## src/rtl/mat_result_reader.sv

```systemverilog
// mat_result_reader
// Captures the 4x4 result matrix from the multiply datapath on the rising
// edge of its level done flag. It then streams the 16 elements in row-major
// order over a valid/ready interface, and reports their sum when the stream
// completes.
//
// Ports
//   clk        : clock, all logic on the rising edge
//   rst        : asynchronous active-high reset
//   finish     : level done flag from the multiply datapath
//   mat_out    : packed matrix, C11 in the top ELEM_W bits, C44 in the bottom
//   out_ready  : downstream accepts the presented element this cycle
//   out_valid  : out_data/out_row/out_col carry an element
//   out_data   : element value (0 when out_valid=0)
//   out_row    : row index 0..3 (0 when out_valid=0)
//   out_col    : column index 0..3 (0 when out_valid=0)
//   busy       : a capture/stream is in progress
//   done       : one-cycle pulse after the last element is accepted
//   checksum   : sum of all elements, valid with done and held afterwards
//
// Handshake: an element transfers on every rising edge where out_valid and
// out_ready are both high. Once out_valid rises, the element stays stable
// until it is accepted. out_valid is decoded from registered state only, so
// out_ready has no combinational path to it.
module mat_result_reader #(
  parameter int ELEM_W = 10,
  parameter int N_ELEM = 16,
  parameter int SUM_W  = 14
) (
  input  logic                     clk,
  input  logic                     rst,
  input  logic                     finish,
  input  logic [ELEM_W*N_ELEM-1:0] mat_out,
  input  logic                     out_ready,
  output logic                     out_valid,
  output logic [ELEM_W-1:0]        out_data,
  output logic [1:0]               out_row,
  output logic [1:0]               out_col,
  output logic                     busy,
  output logic                     done,
  output logic [SUM_W-1:0]         checksum
);

  localparam int BUF_W = ELEM_W * N_ELEM;

  typedef enum logic [1:0] {
    IDLE = 2'd0,
    SEND = 2'd1,
    FIN  = 2'd2
  } state_t;

  state_t             state;
  state_t             state_nxt;
  logic               finish_q;
  logic [BUF_W-1:0]   buffer;
  logic [3:0]         idx;
  logic [SUM_W-1:0]   acc;
  logic               trigger;
  logic               accept;
  logic               last;

  // Only a rising edge of finish seen in IDLE starts a run. Edges seen in
  // SEND or FIN are dropped, and a held-high finish never re-triggers.
  assign trigger = (state == IDLE) & finish & ~finish_q;
  assign accept  = out_valid & out_ready;
  assign last    = (idx == 4'(N_ELEM - 1));

  always_ff @(posedge clk or posedge rst) begin
    if (rst) state <= IDLE;
    else     state <= state_nxt;
  end

  always_comb begin
    state_nxt = state;
    out_valid = 1'b0;
    out_data  = '0;
    out_row   = '0;
    out_col   = '0;
    done      = 1'b0;
    busy      = (state != IDLE);
    case (state)
      IDLE: begin
        if (trigger) state_nxt = SEND;
      end
      SEND: begin
        out_valid = 1'b1;
        // The buffer shifts left on every accept, so the current element is
        // always in the top slot.
        out_data  = buffer[BUF_W-1 -: ELEM_W];
        out_row   = idx[3:2];
        out_col   = idx[1:0];
        if (out_ready && last) state_nxt = FIN;
      end
      FIN: begin
        done      = 1'b1;
        state_nxt = IDLE;
      end
      default: state_nxt = IDLE;
    endcase
  end

  always_ff @(posedge clk or posedge rst) begin
    if (rst) begin
      finish_q <= 1'b0;
      buffer   <= '0;
      idx      <= '0;
      acc      <= '0;
      checksum <= '0;
    end else begin
      finish_q <= finish;
      if (trigger) begin
        buffer <= mat_out;
        idx    <= '0;
        acc    <= '0;
      end else if (accept) begin
        buffer <= buffer << ELEM_W;
        acc    <= acc + SUM_W'(out_data);
        if (last) checksum <= acc + SUM_W'(out_data);
        else      idx      <= idx + 4'd1;
      end
    end
  end

endmodule

```

## config.mk

```make
export PLATFORM = sky130hd
export DESIGN_NAME = mat_result_reader
export DESIGN_NICKNAME = d
export VERILOG_FILES = /design/src/rtl/mat_result_reader.sv
export SDC_FILE = /design/constraint.sdc
export NUM_CORES = 1
export LEC_CHECK = 0
export CAP_MARGIN = 10
export CORE_MARGIN = 2
export CORE_UTILIZATION = 55
export CTS_BUF_LIST = sky130_fd_sc_hd__clkbuf_8 sky130_fd_sc_hd__clkbuf_16
export CTS_CLUSTER_DIAMETER = 150
export DETAILED_ROUTE_END_ITERATION = 8
export PLACE_DENSITY = 0.93
export SYNTH_ARGS = -nofsm -noshare
export SYNTH_HDL_FRONTEND = slang
export SYNTH_SLANG_ARGS = --single-unit
```

## constraint.sdc

```tcl
create_clock -name clk -period 12.8 [get_ports clk]
set_input_delay 3.84 -clock clk [delete_from_list [all_inputs] [get_ports clk]]
set_output_delay 3.84 -clock clk [all_outputs]
set_load 0.05 [all_outputs]
```

==> out/results.txt <==
required time at the endpoint of the critical path: 8.96 ns
drc violations: 0
post-detailed-route via-to-cell ratio: 5.65
share of the synthesized area in the top cell type: 52.8%
xor/xnor cell area share of the yosys netlist: 0.663%
master of the slowest instance on the critical path: sky130_fd_sc_hd__nor2b_1
DRC violation total after the first TritonRoute iteration: 655
CTS tree: done
achievable clock frequency: 149 MHz
final net count: 1,234
share of synthesized cell area in and, or, nand and nor gates: 13.5%
fraction of layout cells with a size suffix above 1: 4.87%
number of buffers added by the clock tree synthesis step: 17
type of the setup path with the least slack: flop to output pin
worst min-delay path class: flop to flop
Final Wtd Congestion: 0.893
Critical Path Sink Type: output pin
Netlist cell types: 58
endpoint arrival time on the critical path: 2.88 ns
largest net degree at the start of global routing: 131
# fillers: 1,140
cell types with the largest area share after synthesis: sky130_fd_sc_hd__dfrtp_1 (53%), sky130_fd_sc_hd__mux2i_1 (12%), sky130_fd_sc_hd__nand2_1 (8.8%)
library cell used as clock root buffer: sky130_fd_sc_hd__clkbuf_16
Post-Syn Nets: 1,075
count of maximum capacitance violations: 0
FP Rows: 47
mean cell area of the mapped netlist: 10.3 sq um
x dimension of the die: 134 um
post-cts gate resize count: 0
worst-case clock skew: 0.0108 ns
Total Routing Usage GR: 26.0%
Power Total: 2.55 mW
I/O pin count: 195
total area of multi-input combinational cells: 3990 sq um
Final Instance Count excl. Fillers: 1,288
number of inserted diodes: 0
first-pass GRT wire length: 36,200 um
commonest cells in the netlist: sky130_fd_sc_hd__nand2_1 (216), sky130_fd_sc_hd__dfrtp_1 (195), sky130_fd_sc_hd__mux2i_1 (115), sky130_fd_sc_hd__o21ai_0 (107), sky130_fd_sc_hd__a22oi_1 (36)
number of flops mapped to enable cells by yosys: 0
Pwr Density: 216 nW/um^2
count of mapped cells out of synthesis: 899
leakage: 5.26 nW
warnings from Yosys: 0
cell chain of the critical path: nor2b_1, nand2_1, inv_1, clkdlybuf4s50_1
time the worst path needs with I/O delays and setup: 6.72 ns
accumulated negative setup slack: 0 ns
vias in the first global route: 7,210
layout-stage area growth over the synthesis result: 27.2%
RSZ-0062 raised after global routing: false
post-route cell area: 11,800 sq um
VDD IR max: 0.154 mV
grt ovf: 0
Slew @ Worst Pin: 1.10 ns
setup repair bufs after CTS: 0
Mapped Area: 9250 sq um
combined flip-flop and latch cell area: 4880 sq um
Most used DFF post-synth: sky130_fd_sc_hd__dfrtp_1
final setup fails: 0
highest net fanout along the worst path: 17
effective utilization at floorplan: 56.0%
hold_buf cts: 0
Async SR Flop Fraction: 100%
Clock Path Buffers: 2
Placed Instances: 1,259
complex-gate fraction of the synthesized area: 14.3%
number of clock sinks seen by CTS: 195
maximum single-stage delay on the critical path: 0.84 ns
number of input and output port buffers inserted: 194
Final Hold Vio Count: 0
vias post-DR: 7,281
placeable core area: 16,500 sq um
HPWL after DPL: 15,600 um
count of TritonRoute iterations in the first routing pass: 5
antenna violations before repair: 0
post-synthesis share of cell area spent on full adders, half adders and majority gates: 1.70%
source of the critical timing path: state[1]
combinational family with the most area after synthesis: compound AO/OA/AOI/OAI gates
Wirelength per Cell: 17.7 um
Die Area: 17,900 sq um
cell type with the largest total area after synthesis: sky130_fd_sc_hd__dfrtp_1
worst min-delay path startpoint: checksum[0]
count of pins over their slew limit: 0
max_slew headroom: 26.5%
die height: 134 um
DP Area: 11,200 sq um
result of the run: finished clean
sequential share of the synthesized area: 52.8%
Critical Path Start Type: flop
final period utilization: 52.5%
number of register bits inferred by synthesis: 195
clock-pin slew of the registers on the worst-case setup and hold paths: 0.07 ns
final wirelength: 22,700 um
multiplexer share of the synthesized area: 12.8%
worst skew pair latency: 0.44 ns
start of the worst register-to-register path: state[1]
number of antenna-violating nets in the routed design: 0
H-tree lvl count: 4
most frequent cell after synthesis: sky130_fd_sc_hd__nand2_1
[worst paths after layout]
kind	endpoint	slack [ns]	cells past startpoint
setup / recovery	out_data[1]	6.08	4
hold / removal	checksum[0]	0.48	2
setup reg to reg	acc[12]	9.40	10
hold reg to reg	checksum[0]	0.48	2
max in group asynchronous	buffer[109]	7.31	3
min in group asynchronous	buffer[144]	3.94	2
[layout by cell type (no fill, tap or decap), drive strengths merged, types with 3 or more instances in the layout]
master	count
nand2	216
dfrtp	195
clkdlybuf4s50	194
o21ai	121
mux2i	115
a22oi	36
clkbuf	19
a22o	16
and2	14
inv	12
ha	11
nor2	11
nand3	10
o211ai	9
a21oi	8
buf	7
or3	5
and3	5
nor2b	4
or4	4
xor2	4
nor3	4
xnor2	3
mux2	3
nor4b	3
bufinv	3
clkinv	3
o31ai	3
[flip-flops by register name, indices dropped and copies added, names as in the netlist]
signal    count
acc          14
state         2
buffer      160
checksum     14
idx           4
finish_q      1
[layer usage]
layer	track usage (%)	vias to the layer above	wire, um	share of wire (%)
li1	-	3467	-	-
met1	33.9	3519	9540	42
met2	43.3	256	11400	50
met3	5.90	39	1370	6.0
met4	8.81	0	450	2.0
met5	0	-	0	0
[cell type report]
type,count,share of cell area (%)
sequential,195,41.5
timing repair buffer,201,16.9
clock buffer,19,3.85
clock inverter,10,1.14
multi-input combinational,634,33.9
inverter,9,0.351
tap,220,2.34
[worst max-delay path, delay by kind of cell (launching register included)]
| family | cells | cell delay [ns] |
|---|---|---|
| flops | 1 | 0.41 |
| buf+inv | 2 | 0.95 |
| simple gates | 2 | 1.07 |
[cells by family after synthesis]
| family | count (synthesis) |
|---|---|
| AO/OA/AOI/OAI | 211 |
| XOR/XNOR | 7 |
| adder cells (fa/ha/maj) | 12 |
| buffers and inverters | 70 |
| flip-flops | 195 |
| multiplexers | 118 |
| AND/OR/NAND/NOR | 286 |
[metrics by stage]
step,utilization [%],hold WS [ns],worst slack [ns]
after floorplan,-,0.445,3.65
after global placement,67.7,0.459,6.18
after detailed placement,67.7,0.467,6.11
after CTS,71.2,0.484,6.11
after global routing,71.2,0.510,5.96
final,71.2,0.483,6.08
[power breakdown]
part	internal [mW]	switching (mW)
Sequential	0.859	0.167
Clock	0.314	0.231
Combinational	0.407	0.567
Power figures use the tool's default switching activity.
==> RTL change (same flow settings) <==
Change the parameter `N_ELEM` from 16 to 17.
--- a/src/rtl/mat_result_reader.sv
+++ b/src/rtl/mat_result_reader.sv
@@ -26,3 +26,3 @@
   parameter int ELEM_W = 10,
-  parameter int N_ELEM = 16,
+  parameter int N_ELEM = 17,
   parameter int SUM_W  = 14
Interface: changed (resized mat_out); port bits go from 195 to 205. No check against the original RTL was run, so the function may have changed too.
==> RTL change against the original RTL <==
Sequential cell count is 10 higher. Synthesized area is 3.5% higher. Via count is 3.0% higher. Power is 16% lower. Final area is 4.5% higher. Global-route usage is 0.92 points lower. Critical endpoint is now out_data[6]. Worst setup slack better by 0.29 ns. Highest routed layer unchanged. Worst hold slack worse by 0.0084 ns. Routed wire length is 3.2% higher.
==> RTL change: results (changes against the original RTL) <==
status - completed
Initial DRC Count - 498 (-24%)
ys async rst share - 1.00 (unchanged)
largest net degree at the start of global routing - 144 (+9.9%)
top cells by instance count after synthesis - nand2_1 (231), dfrtp_1 (205), o21ai_0 (133), mux2i_1 (124), a22oi_1 (36)
#MultiIn Comb - 651 (+2.7%)
non-clk buf share - 0.171 (+0.00176)
worst clock skew - 0.00850 ns (-0.00233 ns)
largest cells by area after synthesis - dfrtp_1 (54%), mux2i_1 (13%), nand2_1 (9.1%)
nonclk buf count - 212 (+5.5%)
core area - 17200 um^2 (+3.9%)
GP Congestion - 0.850 (-4.8%)
minimum clock period - 6.43 ns (-0.293 ns)
Crit Path Max Fanout - 15 (-2)
FILL cells - 1221 (+7.1%)
gr usage total - 0.251 (-0.00916)
syn avg cell area - 10.3 um^2 (+0.28%)
multi-input combinational area share - 0.331 (-0.00849)
post-synthesis xor/xnor area fraction - 0.0119 (+0.00526)
P_int - 0.00146 W (-7.6%)
crit path to - out_data[6]
#FFs+latches synth - 205 (+5.1%)
clock buf count - 26 (+7)
biggest regs - buffer x170, acc x14, checksum x14
worst reg-to-reg setup slack - 9.47 ns (+0.07 ns)
syn nets - 1115 (+3.7%)
CP max stage delay - 0.83 ns
clk cell area share - 0.0550 (+0.00518)
count of cell types in the netlist - 51 (-12%)
max_slew headroom - 0.206 (-0.0590)
post-route cell area - 12300 um^2 (+4.5%)
sw frac - 0.315 (-0.0636)
post-synthesis sequential area ratio - 0.536 (+0.00821)
compound-gate portion of the synthesized area - 0.142 (-0.00108)
cts bufs inserted - 21 (+4)
post-synthesis mux area share - 0.132 (+0.00388)
Longest Clk Path Bufs - 3 (+1)
area of placed instances - 11600 um^2 (+3.8%)
Reg2Reg Depth - 12 (+2)
WHS - 0.475 ns (-0.00841 ns)
Pleak - 5.83 nW (+11%)
hold path startpoint - buffer[66]
Place WS - 5.99 ns (-0.115 ns)
global-route wire length before repair - 37.0 mm (+2.4%)
sequential cell area - 5130 um^2 (+5.1%)
fraction of the mapped netlist area in adder cells - 0.0178 (+0.000728)
DR vias - 7500 (+3.0%)
Non-clk invs - 8 (-1)
Wirelength per Cell - 17.6 um (-0.40%)
# H-tree levels - 1 (-3)
DP Wirelength - 16.0 mm (+2.6%)
Non-Filler Instances - 1334 (+3.6%)
CP arrival - 2.59 ns (-0.29 ns)
number of global-route vias before repair - 7361 (+2.1%)
Hold Path End - buffer[66]
Clk Latency, worst-skew pair - 0.49 ns (+0.05 ns)
Peak VDD IR - 0.000149 V (-3.3%)
critical path's slowest cell - clkdlybuf4s50_1
port bufs - 204 (+5.2%)
layout cell share with drive strength beyond 1 - 0.0514 (+0.00271)
RTL change: cell count changes after synthesis, moves of 7 or more:
cell,before,now
mux2i_1,115,124
nand2_1,216,231
nand3_1,10,3
o211ai_1,8,1
o21ai_1,14,5
dfrtp_1,195,205
o21ai_0,107,133
RTL change: cells by family after synthesis:
logic type      after synthesis
compound gates              221
xor+xnor                     13
fa+ha+maj                    13
buf+inv                      72
flops                       205
mux                         126
simple gates                278
RTL change: worst max-delay path, delay by kind of cell (launching register included):
| kind | cells | cell delay, ns |
|---|---|---|
| DFF | 1 | 0.40 |
| buffers and inverters | 2 | 1.06 |
| and+or+nand+nor | 2 | 0.64 |
RTL change: routing by layer:
layer | global-route usage | part of all wire | up-vias
met4 | 0.0689 | 0.022 | 0
met2 | 0.420 | 0.50 | 293
li1 | - | - | 3536
met5 | 0 | 0 | -
met3 | 0.0391 | 0.065 | 41
met1 | 0.342 | 0.42 | 3630
